==> src/rtl/led_pattern_pkg.sv <==
// -----------------------------------------------------------------------------
// led_pattern_pkg
// Shared types and constants for the LED pattern sequencer.
//   state_e : sequencer states (IDLE, RUN, DONE)
//   dir_e   : bounce travel direction
//   MODE_*  : 2-bit pattern select codes carried on the mode input
// -----------------------------------------------------------------------------
package led_pattern_pkg;

    typedef enum logic [1:0] {
        IDLE = 2'd0,
        RUN  = 2'd1,
        DONE = 2'd2
    } state_e;

    typedef enum logic {
        DIR_LEFT  = 1'b0,
        DIR_RIGHT = 1'b1
    } dir_e;

    localparam logic [1:0] MODE_WALK   = 2'd0;
    localparam logic [1:0] MODE_BOUNCE = 2'd1;
    localparam logic [1:0] MODE_COUNT  = 2'd2;
    localparam logic [1:0] MODE_BLINK  = 2'd3;

endpackage : led_pattern_pkg

==> src/rtl/rise_detect.sv <==
// -----------------------------------------------------------------------------
// rise_detect
// Turns a level that is already synchronous to clock_in into a one-cycle
// strobe on each rising edge. Usable for divider ticks or debounced buttons.
//   clock_in : system clock
//   rst_n    : asynchronous active-low reset (history register clears to 0)
//   sig_i    : synchronous input level
//   rise_o   : high for one cycle when sig_i is 1 and was 0 last cycle
// -----------------------------------------------------------------------------
module rise_detect (
    input  logic clock_in,
    input  logic rst_n,
    input  logic sig_i,
    output logic rise_o
);

    logic sig_q;

    always_ff @(posedge clock_in or negedge rst_n) begin
        if (!rst_n) begin
            sig_q <= 1'b0;
        end else begin
            sig_q <= sig_i;
        end
    end

    assign rise_o = sig_i & ~sig_q;

endmodule : rise_detect

==> src/rtl/led_pattern_seq.sv <==
// -----------------------------------------------------------------------------
// led_pattern_seq
// Animates a bank of LEDs from the clock divider's slow square wave. Each
// rising edge of tick_in (seen in the clock_in domain) advances the selected
// pattern by one step; a run lasts STEPS updates, or forever when STEPS = 0.
//
// Parameters:
//   WIDTH : number of LEDs (>= 2)
//   STEPS : updates per run, 0 = run until stop
// Ports:
//   clock_in : system clock, same as the divider
//   rst_n    : asynchronous active-low reset
//   tick_in  : divided clock, already registered in the clock_in domain
//   start    : one-cycle run request, honoured in IDLE only
//   stop     : abort request, honoured in RUN only
//   mode     : pattern select latched at start (walk/bounce/count/blink)
//   led      : current pattern
//   busy     : high while running
//   done     : one-cycle pulse after a run completes normally
//
// state | meaning
// ------+------------------------------------------------------------
// IDLE  | waiting for start; led holds last pattern (or 0 after stop)
// RUN   | advancing the pattern on each tick rising edge
// DONE  | single cycle after the final update; done pulses here
// -----------------------------------------------------------------------------
module led_pattern_seq
    import led_pattern_pkg::*;
#(
    parameter int WIDTH = 8,
    parameter int STEPS = 16
) (
    input  logic             clock_in,
    input  logic             rst_n,
    input  logic             tick_in,
    input  logic             start,
    input  logic             stop,
    input  logic [1:0]       mode,
    output logic [WIDTH-1:0] led,
    output logic             busy,
    output logic             done
);

    // Counter must hold the value STEPS itself; one bit minimum when unused.
    localparam int CNT_W = (STEPS < 1) ? 1 : $clog2(STEPS + 1);
    localparam logic [CNT_W-1:0] CNT_LAST = CNT_W'(STEPS);

    state_e            state_q, state_d;
    logic [WIDTH-1:0]  led_q, led_d;
    dir_e              dir_q, dir_d;
    logic [1:0]        mode_q, mode_d;
    logic [CNT_W-1:0]  step_cnt_q, step_cnt_d;
    logic              busy_q, busy_d;
    logic              done_q, done_d;

    logic              step;
    logic [WIDTH-1:0]  pat_next;
    dir_e              pat_dir;
    logic [CNT_W-1:0]  cnt_next;

    // tick history runs in every state, so a tick already high at start
    // produces no step until it falls and rises again.
    rise_detect u_rise (
        .clock_in (clock_in),
        .rst_n    (rst_n),
        .sig_i    (tick_in),
        .rise_o   (step)
    );

    function automatic logic [WIDTH-1:0] init_pattern(input logic [1:0] m);
        case (m)
            MODE_WALK,
            MODE_BOUNCE: return WIDTH'(1);
            MODE_COUNT:  return '0;
            default:     return '1;
        endcase
    endfunction

    // Pattern update for the latched mode.
    always_comb begin
        pat_next = led_q;
        pat_dir  = dir_q;
        case (mode_q)
            MODE_WALK: begin
                pat_next = {led_q[WIDTH-2:0], led_q[WIDTH-1]};
            end
            MODE_BOUNCE: begin
                // Direction flips on arrival at an end, so the end bit is
                // shown once and the next step already heads back.
                if (dir_q == DIR_LEFT) begin
                    pat_next = led_q << 1;
                    if (pat_next[WIDTH-1]) begin
                        pat_dir = DIR_RIGHT;
                    end
                end else begin
                    pat_next = led_q >> 1;
                    if (pat_next[0]) begin
                        pat_dir = DIR_LEFT;
                    end
                end
            end
            MODE_COUNT: begin
                pat_next = led_q + WIDTH'(1);
            end
            default: begin
                pat_next = ~led_q;
            end
        endcase
    end

    assign cnt_next = step_cnt_q + CNT_W'(1);

    always_comb begin
        state_d    = state_q;
        led_d      = led_q;
        dir_d      = dir_q;
        mode_d     = mode_q;
        step_cnt_d = step_cnt_q;

        case (state_q)
            IDLE: begin
                if (start) begin
                    state_d    = RUN;
                    mode_d     = mode;
                    led_d      = init_pattern(mode);
                    dir_d      = DIR_LEFT;
                    step_cnt_d = '0;
                end
            end
            RUN: begin
                // stop outranks a coincident step, including the final one.
                if (stop) begin
                    state_d = IDLE;
                    led_d   = '0;
                end else if (step) begin
                    led_d = pat_next;
                    dir_d = pat_dir;
                    if (STEPS != 0) begin
                        step_cnt_d = cnt_next;
                        if (cnt_next == CNT_LAST) begin
                            state_d = DONE;
                        end
                    end
                end
            end
            DONE: begin
                state_d = IDLE;
            end
            default: begin
                state_d = IDLE;
            end
        endcase

        // Flag outputs are registered copies of the next state.
        busy_d = (state_d == RUN);
        done_d = (state_d == DONE);
    end

    always_ff @(posedge clock_in or negedge rst_n) begin
        if (!rst_n) begin
            state_q    <= IDLE;
            led_q      <= '0;
            dir_q      <= DIR_LEFT;
            mode_q     <= MODE_WALK;
            step_cnt_q <= '0;
            busy_q     <= 1'b0;
            done_q     <= 1'b0;
        end else begin
            state_q    <= state_d;
            led_q      <= led_d;
            dir_q      <= dir_d;
            mode_q     <= mode_d;
            step_cnt_q <= step_cnt_d;
            busy_q     <= busy_d;
            done_q     <= done_d;
        end
    end

    assign led  = led_q;
    assign busy = busy_q;
    assign done = done_q;

endmodule : led_pattern_seq

==> config.mk <==
export PLATFORM = sky130hd
export DESIGN_NAME = led_pattern_seq
export DESIGN_NICKNAME = d
export VERILOG_FILES = /design/src/rtl/led_pattern_pkg.sv /design/src/rtl/rise_detect.sv /design/src/rtl/led_pattern_seq.sv
export SDC_FILE = /design/constraint.sdc
export NUM_CORES = 1
export LEC_CHECK = 0
export CAP_MARGIN = 20
export CORE_MARGIN = 5
export CORE_UTILIZATION = 55
export DETAILED_ROUTE_END_ITERATION = 8
export PLACE_DENSITY_LB_ADDON = 0.3
export SLEW_MARGIN = 20
export SYNTH_ARGS = -nofsm -noshare
export SYNTH_HDL_FRONTEND = slang
export SYNTH_SLANG_ARGS = --single-unit
==> constraint.sdc <==
create_clock -name clock_in -period 2.3 [get_ports clock_in]
set_input_delay 0.46 -clock clock_in [delete_from_list [all_inputs] [get_ports clock_in]]
set_output_delay 0.46 -clock clock_in [all_outputs]
set_load 0.1 [all_outputs]
### After elaboration in Yosys (flattened, before gate mapping)

Cells that the tools add are included.

* add/subtract/negate cells: 2
* bitwise logic cells: 3
* mux-type cells: 24
* reductions and logical operators: 9
* eq/ne operators: 13

Operator list (count)
* 2-to-1 mux 8 bit: 4
* one-hot mux 8 bit (2 select lines): 2
* one-hot mux 8 bit (3 select lines): 1
* 2-to-1 mux 5 bit: 3
* one-hot mux 5 bit (2 select lines): 1
* adder 8 x 1 -> 8 bit, second input constant: 1
* equality test 2 x 1 -> 1 bit, second input constant: 4
* 2-to-1 mux 2 bit: 4
* inverter 8 bit: 1
* 2-to-1 mux 1 bit: 7
* equality test 2 bit, second input constant: 3
* zero test 2 bit: 3
* inequality test 2 bit, second input constant: 3
* adder 5 x 1 -> 5 bit, second input constant: 1
* equality test 5 bit, second input constant: 1
* AND reduction 5 bit: 1
* one-hot mux 2 bit (2 select lines): 1
* AND reduction 4 bit: 1
* inequality test 3 bit, second input constant: 1
* AND reduction 3 bit: 1
* inequality test 2 x 1 -> 1 bit, second input constant: 1
* one-hot mux 1 bit (2 select lines): 1
* AND reduction 2 bit: 1
* nonzero test 2 bit: 1
* 3 further kinds: 3

* word-level logic and storage cells: 59
* input bits: 7
* output and inout port bits: 10
* bits in registers: 21

### Depth between registers and ports, before layout

* depth after elaboration: 7
* gate-level depth with buffers: 6
* gate-level depth less buffers: 5

### Hierarchy

From an unflattened synthesis, not the netlist that was laid out.

* cells, all modules: 163
* area, all modules: 1401.3 um^2

Modules (own cells, without submodules)
* led_pattern_seq: times used 1, seq. area each 500.5 um^2, area each 1362.6 um^2, cells an instance 161
* rise_detect: times used 1, seq. area each 25.0 um^2, area each 38.8 um^2, cells an instance 2

### Worst setup path after synthesis

OpenSTA, ideal clock, no wires.

* path kind: flip-flop to flip-flop
* start: register led_q[1] (netlist: led[1])
* end: register led_q[4] (netlist: led[4])
* arrival time: 2.107 ns
* path buffers: 0
* stages on the path, launching flop included: 6
* data required time: 2.224 ns
* slack: 0.117 ns
* clock period less this slack: 2.183 ns
* path through: dfrtp_1 ha_1 nand3_1 a2111o_1 o311a_1 o21ai_1

* word-level cells in the longest chain between the ends: 5

Ends and longest elaborated chain
* start, declared: RTL line led_pattern_seq.sv:49 `logic [WIDTH-1:0] led_q, led_d;`
* start signal, assigned: RTL line led_pattern_seq.sv:170 `led_q <= led_d;`
* adder 8 x 1 -> 8 bit: RTL line led_pattern_seq.sv:103 `pat_next = led_q + WIDTH'(1);`
* one-hot mux 8 bit (3 select lines): RTL line led_pattern_seq.sv:83 `case (mode_q)`
* 2-to-1 mux 8 bit: RTL line led_pattern_seq.sv:135 `end else if (step) begin`
* 2-to-1 mux 8 bit: RTL line led_pattern_seq.sv:132 `if (stop) begin`
* one-hot mux 8 bit (2 select lines): RTL line led_pattern_seq.sv:120 `case (state_q)`

No other way between the ends. The select of a mux whose other input is x is not followed.
A chain may end at the register's enable or synchronous reset.

### Final worst setup path

* start: input stop
* end: register led_q[6] (netlist: led[6])

* word-level cells in the longest chain between the ends: 2
* elaborated cells between the ends (all ways): 4
* those cells by class: eq/ne: 1; mux: 2; reduce/logical: 1

Ends and longest elaborated chain
* start, declared: RTL line led_pattern_seq.sv:37 `input logic stop,`
* inequality test 3 bit (no source line) / 2-to-1 mux 8 bit (equally long branches)
* AND reduction 3 bit (no source line) / one-hot mux 8 bit (2 select lines) (equally long branches)

Parallel ways exist; a longest one is shown, timed or not.

==> results.toml <==
[clock_tree]
cts_resized = 0
cts.sinks = 21
cts-buffers-inserted = 3
post-cts-setup-buffers = 0
cts.clk_slew.worst_paths_ns = 0.11
clockRootBuffer = "clkbuf_4"
clock_path_buffers = 2
insertion_delay_ns = 0.30
ctsHtreeMaxLevel = 1
cts_hold_buf = 0
cts_tree = "built"

[detailed_routing]
antenna_left = 0
via_per_inst = 6.63
via_count = 1220
wl_mm = 3.03
routedWlPerCell_um = 16.5
dr.pass1.iters = 4
drc = 0
drtIter0Drc = 53

[logic_synthesis]
synthTopCellsByCount = "21 x dfrtp_1, 11 x nand2_1, 10 x o21ai_1"
synth_cell_types = 41
syn_area_um2 = 1280
ys.warnings.count = 0
synth_nets = 147
synthArstFlopShare_pct = 100
synth_edf_count = 0
ys_ff_latch = 21
synth.most_common_cell = "dfrtp_1"
yosysTopAreaCell = "dfrtp_1"
ys_seq_area_share_pct = 40.9
synth_area_leaders = "dfrtp_1 41%, o21ai_1 3.9%, nand3_1 3.5%"
synthCells = 138
synth_area_per_cell_um2 = 9.30
synth.top_cell.area_share_pct = 40.9
synthFlopType = "dfrtp_1"

[min_path]
hp-class = "in2async"

[setup_path]
cpPeakStageDelay_ns = 0.52
crit_path_cell_trace = "clkdlybuf4s50_1 > inv_1 > a311oi_2 > nand2_1 > o22a_1"
crit_required_ns = 2.50
crit_fanout = 5
crit_arrival_ns = 2.06
crit_type = "in2reg"
start_kind = "primary input"
slowest_stage = "clkdlybuf4s50_1"
end_kind = "register"
reg2reg_depth = 4

[global_routing]
grt_max_degree = 22
antenna_found_initial = 0
grt_overflow_total = 0
first_global_vias = 1100
grt_pass1_wl_mm = 5.13
grtUsageTotal_pct = 19.3

[cells_and_area]
utilization_pct = 67.2
final_area_um2 = 1490
diodes = 0
final_cells = 184
area_delta_synth_final_pct = 15.8
nets = 166
fillerInstances = 185
drive_gt1_share_pct = 12.8

[sta]
skew_ns = 0.00169
max_slew_margin_pct = 65.2
hold_viol_final = 0
fin_crit_sh_pct = 81.0
setup_tns_ns = 0
rsz0062_at_grt = "false"
fmax_mhz = 537
worst_pin_slew_ns = 0.521
min_period_ns = 1.86
slew_violations = 0
setup_viol = 0

[die]
fp.dieW_um = 58.3
core-area_um2 = 2210
pin_count = 17
start_util_pct = 58.0
die_h_um = 58.3
fp-row-count = 17
die_area_um2 = 3400

[placement]
io_buffers = 16
place_hpwl_mm = 2.16
dp.cells = 180
globalplace.congestion = 0.903
place_area_um2 = 1460

[power]
ir_drop_mv = 0.656
p_per_area_nw_per_um2 = 955
leakagePower_nw = 0.671
finalPower_mw = 1.42

[flow_run]
drv_cap = 0

[outcome]
status = "completed"
[layer usage]
layer  global-route usage [%]  wire [um]
met5                        0          0
met4                     7.95         48
met3                     3.73        191
met2                     31.1       1490
met1                     25.2       1300
[registers in the layout, indices dropped and copies added (netlist names)]
register      cells
led               8
step_cnt_q        5
mode_q            2
state_q           2
busy              1
dir_q             1
done              1
u_rise.sig_q      1
[worst max-delay path, delay by kind of cell]
family	cells	cell delay, ns
compound gates	2	0.73
buf+inv	2	0.60
simple gates	1	0.26
[worst paths after layout]
| check | startpoint | endpoint | slack, ns |
|---|---|---|---|
| max | stop | led[6] | 0.44 |
| min | rst_n | step_cnt_q[0] | 0.49 |
| max reg2reg | state_q[0] | led[6] | 0.59 |
| min reg2reg | step_cnt_q[0] | step_cnt_q[0] | 0.52 |
| max in group asynchronous | rst_n | mode_q[0] | 1.60 |
| min in group clock_in | step_cnt_q[0] | step_cnt_q[0] | 0.52 |
[stage by stage]
step,setup WS (ns),hold slack (ns)
after floorplan,0.117,0.164
after global placement,0.264,0.492
after detailed placement,0.152,0.498
after CTS,0.495,0.493
after global routing,0.394,0.494
final,0.437,0.492
[cells in the final DEF (no fill, tap or decap), types with 2 or more instances in the layout]
master	synthesis	layout
dfrtp_1	21	21
buf_4	0	14
nand2_1	11	11
o21ai_1	10	10
nand3_1	9	9
and3_1	7	7
nor2_1	6	6
clkdlybuf4s50_1	0	6
inv_1	5	5
a31oi_1	5	5
a211oi_1	5	5
a21oi_1	4	4
xor2_1	4	4
o21ai_0	4	4
o22a_1	4	4
nor2b_1	3	3
a21o_1	3	3
nand2b_1	3	3
clkbuf_4	0	3
nor3b_2	2	2
mux2_1	2	2
a311oi_1	2	2
mux2i_1	2	2
ha_1	2	2
[power breakdown]
part           leakage, nW  switching (mW)  total [mW]  internal (mW)
logic                0.388           0.484       0.683          0.199
registers            0.269           0.133       0.560          0.427
clock network       0.0150           0.108       0.176         0.0677
total                0.671           0.725        1.42          0.693
[logic make-up after synthesis]
| logic type | after synthesis | share of synthesized area [%] |
|---|---|---|
| multiplexers | 4 | 3.31 |
| adder cells (fa/ha/maj) | 2 | 1.95 |
| flip-flops | 21 | 40.9 |
| AND/OR/NAND/NOR | 47 | 20.5 |
| buffers and inverters | 11 | 3.31 |
| AO/OA/AOI/OAI | 49 | 27.3 |
| XOR/XNOR | 4 | 2.73 |
[layout make-up]
type	count	area (um2)	share of cell area [%]
well taps	28	35.0	2.36
flip-flops and latches	21	526	35.4
inverters	5	18.8	1.26
repair buffers	20	165	11.1
clock buffers	4	26.3	1.77
multi-input cells	106	716	48.1
No activity file was read; power rests on OpenSTA's default activity.
